**src/rtl/interrupt_controller_if.sv**
```systemverilog
// CPU-side register bus and interrupt handshake for interrupt_controller.
// The master modport is the CPU/decoder side and the slave modport is the controller side.
interface interrupt_controller_if #(
    parameter int DATA_WIDTH = 32
) ();
    logic                  ce;
    logic                  rw;
    logic [3:0]            address;
    logic [DATA_WIDTH-1:0] data_in;
    logic [DATA_WIDTH-1:0] data_out;
    logic                  irq;
    logic                  ack;

    modport master (
        output ce, rw, address, data_in, ack,
        input  data_out, irq
    );

    modport slave (
        input  ce, rw, address, data_in, ack,
        output data_out, irq
    );
endinterface

```
**src/rtl/interrupt_controller.sv**
```systemverilog
// Edge-latching interrupt controller with mask, arbiter and an IDLE/REQ/SERVICE handshake.
// Defining INTC_ROUND_ROBIN_EN replaces fixed lowest-index priority with rotating priority.
module interrupt_controller #(
    parameter int NUM_SOURCES  = 16,
    parameter int DATA_WIDTH   = 32,
    parameter int VECTOR_WIDTH = 5
) (
    input  logic                   clk,
    input  logic                   rst,
    input  logic [NUM_SOURCES-1:0] irq_source,
    interrupt_controller_if.slave  bus
);

    typedef enum logic [1:0] {
        ST_IDLE    = 2'd0,
        ST_REQ     = 2'd1,
        ST_SERVICE = 2'd2
    } state_t;

    localparam logic [3:0] ADDR_MASK    = 4'h0;
    localparam logic [3:0] ADDR_PENDING = 4'h1;
    localparam logic [3:0] ADDR_VECTOR  = 4'h2;
    localparam logic [3:0] ADDR_STATUS  = 4'h3;
    localparam logic [3:0] ADDR_EOI     = 4'h4;

    state_t                  state_q, state_d;
    logic [NUM_SOURCES-1:0]  mask_q, mask_d;
    logic [NUM_SOURCES-1:0]  pending_q, pending_d;
    logic [NUM_SOURCES-1:0]  prev_src_q;
    logic [VECTOR_WIDTH-1:0] vector_q, vector_d;
    logic                    irq_q, irq_d;

    logic [NUM_SOURCES-1:0]  edge_det;
    logic [NUM_SOURCES-1:0]  req_vec;
    logic [NUM_SOURCES-1:0]  vec_onehot;
    logic [VECTOR_WIDTH-1:0] winner;
    logic [DATA_WIDTH-1:0]   rd_data;
    logic                    wr_en;
    logic                    rd_en;
    logic                    eoi_wr;
    logic                    grant_ack;
    logic                    unused_bits;

`ifdef INTC_ROUND_ROBIN_EN
    logic [VECTOR_WIDTH-1:0] last_grant_q, last_grant_d;
`endif

    assign wr_en     = bus.ce & bus.rw;
    assign rd_en     = bus.ce & ~bus.rw;
    assign eoi_wr    = wr_en && (bus.address == ADDR_EOI);
    assign grant_ack = (state_q == ST_REQ) && bus.ack;
    assign edge_det  = irq_source & ~prev_src_q;
    assign req_vec   = pending_q & mask_q;

    // Only the low NUM_SOURCES bits of write data are meaningful.
    assign unused_bits = &{1'b0, bus.data_in};

    for (genvar gi = 0; gi < NUM_SOURCES; gi++) begin : g_onehot
        assign vec_onehot[gi] = (vector_q == VECTOR_WIDTH'(gi));
    end

    always_comb begin
        mask_d = mask_q;
        if (wr_en && (bus.address == ADDR_MASK)) begin
            mask_d = bus.data_in[NUM_SOURCES-1:0];
        end
    end

    // Clears are applied first so a same-cycle edge always re-sets its bit.
    always_comb begin
        pending_d = pending_q;
        if (wr_en && (bus.address == ADDR_PENDING)) begin
            pending_d = pending_d & ~bus.data_in[NUM_SOURCES-1:0];
        end
        if (grant_ack) begin
            pending_d = pending_d & ~vec_onehot;
        end
        pending_d = pending_d | edge_det;
    end

`ifdef INTC_ROUND_ROBIN_EN
    // Pick the requester with the smallest rotational distance from last_grant+1.
    always_comb begin
        int start;
        int dist;
        int best;
        winner = '0;
        best   = NUM_SOURCES;
        start  = int'(last_grant_q) + 1;
        if (start >= NUM_SOURCES) begin
            start = 0;
        end
        for (int j = 0; j < NUM_SOURCES; j++) begin
            dist = (j >= start) ? (j - start) : (j + NUM_SOURCES - start);
            if (req_vec[j] && (dist < best)) begin
                best   = dist;
                winner = VECTOR_WIDTH'(j);
            end
        end
    end
`else
    always_comb begin
        winner = '0;
        for (int j = NUM_SOURCES - 1; j >= 0; j--) begin
            if (req_vec[j]) begin
                winner = VECTOR_WIDTH'(j);
            end
        end
    end
`endif

    always_comb begin
        state_d  = state_q;
        vector_d = vector_q;
        irq_d    = 1'b0;
`ifdef INTC_ROUND_ROBIN_EN
        last_grant_d = last_grant_q;
`endif
        case (state_q)
            ST_IDLE: begin
                if (|req_vec) begin
                    vector_d = winner;
                    irq_d    = 1'b1;
                    state_d  = ST_REQ;
                end
            end
            ST_REQ: begin
                // Once committed, the request stays up until the CPU acknowledges it.
                if (bus.ack) begin
                    state_d = ST_SERVICE;
`ifdef INTC_ROUND_ROBIN_EN
                    last_grant_d = vector_q;
`endif
                end else begin
                    irq_d = 1'b1;
                end
            end
            ST_SERVICE: begin
                if (eoi_wr) begin
                    state_d = ST_IDLE;
                end
            end
            default: begin
                state_d = ST_IDLE;
            end
        endcase
    end

    always_ff @(posedge clk or posedge rst) begin
        if (rst) begin
            state_q    <= ST_IDLE;
            mask_q     <= '0;
            pending_q  <= '0;
            prev_src_q <= '0;
            vector_q   <= '0;
            irq_q      <= 1'b0;
        end else begin
            state_q    <= state_d;
            mask_q     <= mask_d;
            pending_q  <= pending_d;
            prev_src_q <= irq_source;
            vector_q   <= vector_d;
            irq_q      <= irq_d;
        end
    end

`ifdef INTC_ROUND_ROBIN_EN
    always_ff @(posedge clk or posedge rst) begin
        if (rst) begin
            last_grant_q <= VECTOR_WIDTH'(NUM_SOURCES - 1);
        end else begin
            last_grant_q <= last_grant_d;
        end
    end
`endif

    always_comb begin
        rd_data = '0;
        if (rd_en) begin
            case (bus.address)
                ADDR_MASK:    rd_data[NUM_SOURCES-1:0]  = mask_q;
                ADDR_PENDING: rd_data[NUM_SOURCES-1:0]  = pending_q;
                ADDR_VECTOR:  rd_data[VECTOR_WIDTH-1:0] = vector_q;
                ADDR_STATUS: begin
                    rd_data[1:0] = state_q;
                    rd_data[2]   = irq_q;
`ifdef INTC_ROUND_ROBIN_EN
                    rd_data[8 +: VECTOR_WIDTH] = last_grant_q;
`endif
                end
                default: rd_data = '0;
            endcase
        end
    end

    assign bus.data_out = rd_data;
    assign bus.irq      = irq_q;

endmodule

```
**src/flat_wrapper.sv**
```systemverilog
// flat-port wrapper written by rule: the top's interface ports become plain ports
module interrupt_controller_flat 
#(
    parameter int NUM_SOURCES  = 16,
    parameter int DATA_WIDTH   = 32,
    parameter int VECTOR_WIDTH = 5
)
  (clk, rst, irq_source, bus_ce, bus_rw, bus_address, bus_data_in, bus_ack, bus_data_out, bus_irq);
  interrupt_controller_if #(.DATA_WIDTH(DATA_WIDTH)) bus_i ();
  input  logic clk;
  input  logic rst;
  input  logic [NUM_SOURCES-1:0] irq_source;
  input wire logic [$bits(bus_i.ce)-1:0] bus_ce;
  input wire logic [$bits(bus_i.rw)-1:0] bus_rw;
  input wire logic [$bits(bus_i.address)-1:0] bus_address;
  input wire logic [$bits(bus_i.data_in)-1:0] bus_data_in;
  input wire logic [$bits(bus_i.ack)-1:0] bus_ack;
  output wire logic [$bits(bus_i.data_out)-1:0] bus_data_out;
  output wire logic [$bits(bus_i.irq)-1:0] bus_irq;
  assign bus_i.ce = bus_ce;
  assign bus_i.rw = bus_rw;
  assign bus_i.address = bus_address;
  assign bus_i.data_in = bus_data_in;
  assign bus_i.ack = bus_ack;
  assign bus_data_out = bus_i.data_out;
  assign bus_irq = bus_i.irq;
  interrupt_controller #(.NUM_SOURCES(NUM_SOURCES), .DATA_WIDTH(DATA_WIDTH), .VECTOR_WIDTH(VECTOR_WIDTH)) u_core (.clk(clk), .rst(rst), .irq_source(irq_source), .bus(bus_i));
endmodule
```
**config.mk**
```make
export PLATFORM = sky130hd
export DESIGN_NAME = interrupt_controller_flat
export DESIGN_NICKNAME = d
export VERILOG_FILES = /design/src/rtl/interrupt_controller_if.sv /design/src/rtl/interrupt_controller.sv /design/src/flat_wrapper.sv
export SDC_FILE = /design/constraint.sdc
export NUM_CORES = 1
export LEC_CHECK = 0
export ABC_AREA = 0
export CORE_ASPECT_RATIO = 0.6
export CORE_UTILIZATION = 63
export DETAILED_ROUTE_END_ITERATION = 7
export DONT_BUFFER_PORTS = 1
export GPL_TIMING_DRIVEN = 0
export PLACE_DENSITY = 0.89
export SETUP_SLACK_MARGIN = 0.05
export SLEW_MARGIN = 20
export SYNTH_ARGS = -nofsm -noshare
export SYNTH_HDL_FRONTEND = slang
export SYNTH_SLANG_ARGS = --single-unit
```
**constraint.sdc**
```tcl
create_clock -name clk -period 2.35 [get_ports clk]
set_clock_uncertainty 0.2 [all_clocks]
set_input_delay 0.3525 -clock clk [delete_from_list [all_inputs] [get_ports clk]]
set_output_delay 0.3525 -clock clk [all_outputs]
set_load 0.05 [all_outputs]
```
======== After elaboration in Yosys (flattened, before gate mapping) ========
Cells that the tools add are included.
storage, ports and cells
  flip-flop bits (word level) ............. 56
  output and inout bits ................... 33
  logic and storage cells ................. 80
cells by class
  bitwise operators ....................... 11
  multiplexer cells ....................... 29
  reduce and logical (&&, ||, !) cells .... 10
  equal/unequal tests ..................... 24
operator list
  cell                  number
  $and A16 B16 Y16      4
  $mux W4               16
  $mux W16              3
  $not A16 Y16          3
  $eq A5 B4 Y1 const B  8
  $pmux W11 S2          1
  $eq A5 B3 Y1 const B  4
  $or A16 B16 Y16       1
  $reduce_or A16 Y1     1
  $pmux W2 S3           2
  $pmux W3 S4           1
  $eq A5 B2 Y1 const B  2
  $eq A4 B2 Y1 const B  2
  $mux W2               3
  $eq A5 B1 Y1 const B  1
  $logic_not A5 Y1      1
  $eq A4 B1 Y1 const B  1
  $eq A4 B3 Y1 const B  1
  $logic_and A1 B1 Y1   4
  $logic_not A4 Y1      1
  $ne A2 B1 Y1 const B  2
  $reduce_and A3 Y1     1
  $and A1 B1 Y1         2
  $eq A2 B1 Y1 const B  1
  7 further kinds       8

======== Depth between registers and ports, before layout ========
Gate-level depths: netlist of the first run.
  depth after elaboration ................. 17
  mapped depth ............................ 8
  depth with buffers taken out ............ 5

======== Worst setup path after synthesis of the first run ========
OpenSTA, ideal clock, no wires.
  path kind ............................... input to output
  from .................................... in bus_rw
  to ...................................... out bus_data_out[4]
  slack ................................... -0.180 ns
  stages on the path ...................... 3
  data required time ...................... 1.798 ns
  arrival ................................. 1.978 ns
  path buffers ............................ 0
  path through ............................ nand2b_1 > or3_1 > nor3_1
on the way
  word-level cells in the longest chain between the ends .. 3
RTL lines
  element             RTL line                     RTL
  start: declaration  flat_wrapper.sv:14           input wire logic [$bits(bus_i.rw)-1:0] bus_rw;
  $not A1 Y1          interrupt_controller.sv:49   assign rd_en = bus.ce & ~bus.rw;
  $and A1 B1 Y1       interrupt_controller.sv:49
  $mux W16            interrupt_controller.sv:179  if (rd_en) begin
  end: declaration    flat_wrapper.sv:18           output wire logic [$bits(bus_i.data_out)-1:0] bus_data_out;
No other way between the ends.

======== Worst setup path after layout of the first run ========
  from .................................... in bus_address[0]
  to ...................................... out bus_data_out[15]
on the way
  word-level cells in the longest chain between the ends .. 3
  elaborated cells on any way between the ends .. 4
  classes of those cells .................. eq/ne: 1; mux: 2; reduce/logical: 1
RTL lines
  element                                                  RTL line                     RTL
  start: declaration                                       flat_wrapper.sv:15           input wire logic [$bits(bus_i.address)-1:0] bus_address;
  $eq A4 B1 Y1 / $logic_not A4 Y1 (equally long branches)  interrupt_controller.sv:180  case (bus.address)
  $pmux W11 S2 *                                           interrupt_controller.sv:180
  $mux W16 *                                               interrupt_controller.sv:179
Mark *: on every way between the ends. The rest lies on a longest branch, timed or not.

==> results of run 1 <==
==> flip-flops by register name, indices dropped and copies added, names as in the netlist <==
name	count
u_core.mask_q	16
u_core.vector_q	4
u_core.pending_q	16
u_core.bus.irq	1
u_core.prev_src_q	16
u_core.state_q	2
==> worst register-to-register path, cell delays in order (launching register included) <==
cell and delay (ns):
dfrtp_1 0.43, a22oi_1 0.34, nand4_1 0.19, o21ai_1 0.53, a311oi_1 0.12, a21o_1 0.18
==> final cells by class <==
class / count / area (um2)
clock inverter: 2 / 16.3
multi-input combinational: 188 / 1330
sequential: 55 / 1380
timing repair buffer: 35 / 358
inverter: 20 / 75.1
tap: 60 / 75.1
clock buffer: 6 / 82.6
buffer: 25 / 194
fill: 253 / 678
==> worst max path at each step <==
stage                         from               end  slack, ns  cells after the start
finish              bus_address[0]  bus_data_out[15]       0.13                      4
global route        bus_address[0]  bus_data_out[15]       0.08                      4
CTS                         bus_rw   bus_data_out[4]       0.03                      3
detailed placement  bus_address[0]   bus_data_out[1]      -0.22                      5
global placement    bus_address[0]   bus_data_out[1]      -0.19                      5
floorplan           bus_address[1]   bus_data_out[1]       0.11                      5
==> placed cells by master (no fill, tap or decap), drive strengths merged, types with 16 or more instances in the layout <==
cell type and instances:
nand2 33, nor2 17, a22oi 34, buf 24, dlygate4sd3 33, dfrtp 55, o21ai 20, conb 16
inv 20, mux2 17
==> timing repair <==
action / in CTS / in global routing
resized for setup: 17 / 4
buffers inserted: 0 / 1
endpoints found under the setup margin: 13 / 13
endpoints found under the hold margin: 71 / 0
pin swaps: 0 / 1
hold buffers: 33 / 0
==> Yosys cell counts, types with 3 or more instances <==
library cell / instances
o21ai_1: 8
mux2_1: 10
clkbuf_1: 5
buf_4: 19
mux2_2: 7
nand4_1: 3
a32oi_1: 4
inv_1: 20
a21oi_1: 5
a22oi_1: 34
nor2b_1: 5
nor2_1: 17
o21ai_0: 12
nand3_1: 3
dfrtp_1: 55
buf_6: 3
nand2_1: 33
==> kinds of logic (layout without fill, tap and decap cells) <==
group,after synthesis,count (layout),synth area share
flip-flops,55,55,0.490
buffers and inverters,47,88,0.0962
multiplexers,21,21,0.0913
other,1,16,0.00134
AO/OA/AOI/OAI,74,74,0.182
AND/OR/NAND/NOR,77,77,0.139
==> layer usage <==
| metal | up-vias | GRT usage |
|---|---|---|
| li1 | 1066 | - |
| met1 | 1142 | 0.448 |
| met2 | 129 | 0.546 |
| met3 | 15 | 0.0721 |
| met4 | 0 | 0.108 |
| met5 | - | 0 |
==> power breakdown <==
part,internal [uW],switching [uW],total [uW]
Sequential,1110,271,1380
Combinational,337,448,785
Clock,241,321,562
Total,1690,1040,2730
==> stage by stage <==
step	hold WS [ns]	cells	cell area (um2)
after floorplan	0.184	290	2900
after global placement	0.184	350	2970
after detailed placement	0.0978	351	2990
after CTS	0.00682	392	3500
after global routing	0.000705	391	3510
final	0.00385	391	3510
==> impl_metrics.csv, run 1 <==
group,metric,value,unit
worst_setup_path,rr_endpoint,"u_core.vector_q[2]",
logic_synthesis,syn-cell-area,0.00281,mm2
sta,timing.final.ws_setup,0.127,ns
worst_setup_path,ff2ff_setup_slack,0.26,ns
placed_design,place_hpwl,4880,um
sta,max_freq,0.450,GHz
floorplan,dieArea,0.00474,mm2
worst_setup_path,cp_cell_sequence,"buf_4 > nor4_4 > a22oi_1 > nor2_1",
cells_and_area,area_growth_syn_to_layout,25.0,%
min_path,holdCritStartpoint,"bus_data_in[1]",
floorplan,top_level_ports,90,
logic_synthesis,postSynth.asyncResetShare,1.00,
route,viasPerCell,6.02,
sta,worst_slew_pin_slew,0.879,ns
global_route,global_route.overflow_total,0,
clock_tree,tritoncts.num_buffers,5,
worst_setup_path,slowest_delay,0.69,ns
clock_tree,tritoncts,"done",
route,avgRoutedWirePerCell,18.5,um
worst_setup_path,cp_endpoint_kind,"primary output",
clock_tree,worstSkewPairLatency,0.32,ns
logic_synthesis,yosysTopAreaCell,"dfrtp_1",
placed_design,weighted_congestion_at_the_end_of_routability_driven_global_placement,0.908,
floorplan,rows,18,
sta,maxSlewViolCount,0,
status,status,"finished, final reports clean",
global_route,grt_first_pass_wirelength,11200,um
worst_setup_path,reg2reg_depth,5,
power,post-layout-total-power,2730,uW
route,dr_wl_met3,724,um
clock_tree,ctsRootBufferMaster,"clkbuf_8",
cells_and_area,finalNetCount,387,
logic_synthesis,synth_area_leaders,"dfrtp_1 49%, a22oi_1 9.1%, buf_4 5.1%, nand2_1 4.4%, mux2_1 4.0%",
floorplan,coreArea,0.00419,mm2
floorplan,die_width,88.2,um
clock_tree,cts_htree_levels,2,
cells_and_area,antennaDiodeCount,0,
logic_synthesis,postSynthRegisterBits,55,
route,met2WireLength,3410,um
worst_setup_path,highest_net_fanout_along_the_worst_path,10,
min_path,hold_path_class,"input pin to flip-flop",
sta,period_needed,2.22,ns
placed_design,io_buffer_count,0,
sta,finalHoldViolCount,0,
sta,slew-limit-headroom,0.412,
clock_tree,clock_sinks,55,
sta,setup_viol,0,
route,highest_layer,"met4",
worst_setup_path,cp_num_buf_inv,1,
power,max-vdd-ir-drop,0.502,mV
sta,rsz0062_at_grt,"no",
power,power.density,778,mW/mm2
global_route,antenna_violations_before_repair,0,
route,final_antenna_net_count,0,
power,power.static_leakage,0.00157,uW
sta,final.period_utilization,0.946,
logic_synthesis,top_reg_cell_synth,"dfrtp_1",
floorplan,dieHeight,53.7,um
route,wirelength_met1,3010,um
route,number_of_search_and_repair_iterations_in_the_first_detailed_routing_pass,5,
clock_tree,cts-root-to-sink-buffers,2,
sta,timing.setup.tns,0,ns
worst_setup_path,crit_path_top_delay_cell,"nor2_1",
route,drt_iter0_markers,210,
min_path,worstHoldPathCells,1,
worst_setup_path,criticalPathCategory,"input pin to primary output",
min_path,min_delay_worst_endpoint,"u_core.mask_q[1]",
worst_setup_path,gate_family_responsible_for_the_most_delay_along_the_worst_path,"simple AND/OR/NAND/NOR gates",
global_route,first_global_vias,2286,
logic_synthesis,ys_seq_area_frac,0.490,
route,detailroute.via_count,2352,
worst_setup_path,worst-endpoint-required,1.80,ns
cells_and_area,utilization,0.838,
cells_and_area,layout-drive-gt1-share,0.190,
worst_setup_path,worst_r2r_startpoint,"u_core.mask_q[10]",
route,route.detailed.drc,0,
logic_synthesis,synth_edf_count,0,
logic_synthesis,count_of_unique_library_cells_instantiated_by_yosys,41,
logic_synthesis,share_of_the_synthesized_area_in_the_top_cell_type,0.490,
global_route,grt_max_degree,33,
flow_run,max_cap_violations,0,
clock_tree,cts.clk_slew.worst_paths,0.10,ns
logic_synthesis,yosys_warnings,0,
global_route,grt_use_total,0.332,
placed_design,dpl_worst_slack,-0.216,ns
worst_setup_path,worst_setup_path_start_kind,"input pin",
floorplan,floorplan.initialDensity,0.671,
logic_synthesis,synth.avg_cell_area,10.2,um2
worst_setup_path,arrival,1.67,ns
logic_synthesis,gate_count_of_the_mapped_netlist,275,
route,postRouteWirelength,7250,um
(Power assumes the default switching activity.)
==> inputs of run 2 (changes only) <==
- SLEW_MARGIN: 20 -> unset
==> impl_metrics.csv, run 2 (synthesized netlist as in run 1, its figures left out) <==
group,metric,value,unit
global_route,groute.layer.met2.usage,0.546,
cells_and_area,postLayoutCellArea,0.00351,mm2
min_path,hold_path_class,"input pin to flip-flop",
clock_tree,cts-root-to-sink-buffers,2,
global_route,grt_max_degree,33,
sta,worst_slew_pin_slew,1.28,ns
cells_and_area,antennaDiodeCount,0,
cells_and_area,area_growth_syn_to_layout,24.9,%
worst_setup_path,highest_net_fanout_along_the_worst_path,10,
sta,max_freq,0.450,GHz
route,final_antenna_net_count,0,
floorplan,rows,18,
power,max-vdd-ir-drop,0.502,mV
worst_setup_path,crit_cells,4,
route,route.detailed.drc,0,
sta,maxSlewViolCount,0,
placed_design,place_hpwl,4880,um
cells_and_area,layout-drive-gt1-share,0.187,
cells_and_area,finalNetCount,387,
worst_setup_path,ff2ff_setup_slack,0.27,ns
sta,finalHoldViolCount,0,
clock_tree,clock_sinks,55,
cells_and_area,instances_no_fill,391,
placed_design,dpl-instance-area,0.00299,mm2
worst_setup_path,cp_endpoint_kind,"primary output",
worst_setup_path,reg2reg_depth,5,
sta,final.period_utilization,0.945,
worst_setup_path,critical_path.startpoint,"bus_address[0]",
global_route,globalRoute.busiestLayer,"met2",
global_route,met3_track_usage_gr,0.0721,
worst_setup_path,arrival,1.67,ns
worst_setup_path,gate_family_responsible_for_the_most_delay_along_the_worst_path,"simple AND/OR/NAND/NOR gates",
worst_setup_path,worst-endpoint-required,1.80,ns
sta,timing.setup.tns,0,ns
worst_setup_path,slowest_delay,0.69,ns
sta,slew-limit-headroom,0.150,
cells_and_area,layout.area.seq,0.00138,mm2
sta,timing.final.ws_setup,0.129,ns
route,number_of_search_and_repair_iterations_in_the_first_detailed_routing_pass,5,
route,viasPerCell,6.00,
cells_and_area,fill_cells,254,
placed_design,io_buffer_count,0,
global_route,antenna_violations_before_repair,0,
global_route,grt_use_total,0.332,
cells_and_area,multiInputGateArea,0.00133,mm2
placed_design,dpl_worst_slack,-0.216,ns
route,avgRoutedWirePerCell,18.6,um
power,power.density,780,mW/mm2
sta,rsz0062_at_grt,"no",
sta,hold_ws,0.00445,ns
cells_and_area,final_cell_mix,"55 x dfrtp_1, 34 x a22oi_1, 33 x nand2_1, 33 x dlygate4sd3_1, 20 x buf_4",
global_route,grt_use_met1,0.448,
placed_design,weighted_congestion_at_the_end_of_routability_driven_global_placement,0.908,
worst_setup_path,worst_setup_path_start_kind,"input pin",
floorplan,top_level_ports,90,
floorplan,die_width,88.2,um
clock_tree,tritoncts,"done",
clock_tree,tritoncts.num_buffers,5,
route,detailroute.via_count,2347,
route,postRouteWirelength,7260,um
worst_setup_path,crit_path_top_delay_cell,"nor2_1",
worst_setup_path,worst_r2r_startpoint,"u_core.pending_q[7]",
global_route,global_route.overflow_total,0,
worst_setup_path,criticalPathCategory,"input pin to primary output",
floorplan,dieHeight,53.7,um
sta,setup_viol,0,
sta,period_needed,2.22,ns
clock_tree,cts_htree_levels,2,
cells_and_area,layout.cells.most_common,"dfrtp_1",
global_route,first_global_vias,2286,
floorplan,floorplan.initialDensity,0.671,
flow_run,max_cap_violations,0,
worst_setup_path,critical_path.endpoint,"bus_data_out[15]",
global_route,grt_first_pass_wirelength,11200,um
route,drt_iter0_markers,210,
floorplan,coreArea,0.00419,mm2
clock_tree,cts.clk_slew.worst_paths,0.10,ns
clock_tree,worstSkewPairLatency,0.32,ns
clock_tree,ctsRootBufferMaster,"clkbuf_8",
worst_setup_path,rr_endpoint,"u_core.vector_q[2]",
placed_design,count_of_placed_standard_cells_including_taps,351,
status,status,"finished, final reports clean",
cells_and_area,top_regs,"u_core.mask_q: 16 flops, u_core.pending_q: 16 flops, u_core.prev_src_q: 16 flops",
power,power.static_leakage,0.00156,uW
floorplan,dieArea,0.00474,mm2
worst_setup_path,cp_cell_sequence,"buf_4 > nor4_4 > a22oi_1 > nor2_1",
worst_setup_path,cp_num_buf_inv,1,
==> run 2: cell types whose count changed in the layout (fill, tap and decap cells not counted) <==
cell,previous run,this run
clkbuf_2,2,1
clkbuf_1,0,1
==> run 2: routing by layer <==
layer,up-vias,routed length [um]
met5,-,0
li1,1067,-
met1,1127,3010
met3,15,749
met2,138,3380
met4,0,113
==> run 2: where the power goes <==
part / internal (uW) / switching, uW
registers: 1110 / 270
clock network: 241 / 326
logic: 336 / 448
total: 1690 / 1040
==> run 2: final cells by class <==
| cell class | count | share of cell area |
|---|---|---|
| clock inverter | 2 | 0.00463 |
| tap | 60 | 0.0214 |
| buffer | 25 | 0.0549 |
| clock buffer | 6 | 0.0235 |
| timing repair buffer | 35 | 0.102 |
| sequential | 55 | 0.392 |
| inverter | 20 | 0.0214 |
| multi-input combinational | 188 | 0.380 |
==> run 2: worst register-to-register path, cell delays in order (launching register included) <==
cell,delay [ns]
dfrtp_1,0.44
a22oi_1,0.33
nand4_1,0.18
o21ai_1,0.53
a311oi_1,0.12
a21o_1,0.18
==> run 2: repair_timing <==
action	CTS	global route
cloned	0	0
hold endpoints to repair	71	0
setup buffers	0	1
pin swaps	0	1
endpoints found under the setup margin	13	13
hold buffers	33	0
resized for setup	17	4
==> run 2: worst min path at each step <==
stage,startpoint,to,slack [ns],depth (start not counted)
after floorplan,irq_source[0],u_core.prev_src_q[0],0.18,0
after global placement,irq_source[2],u_core.prev_src_q[2],0.18,0
after detailed placement,rst,u_core.prev_src_q[7],0.1,1
after CTS,bus_data_in[1],u_core.mask_q[1],0.007,1
after global routing,irq_source[3],u_core.pending_q[3],0.0007,2
final,bus_data_in[1],u_core.mask_q[1],0.004,1
==> run 2: through the flow <==
stage,power [uW],utilization
after floorplan,1890,-
after global placement,2050,0.710
after detailed placement,2080,0.715
after CTS,2700,0.835
after global routing,2870,0.838
final,2740,0.838
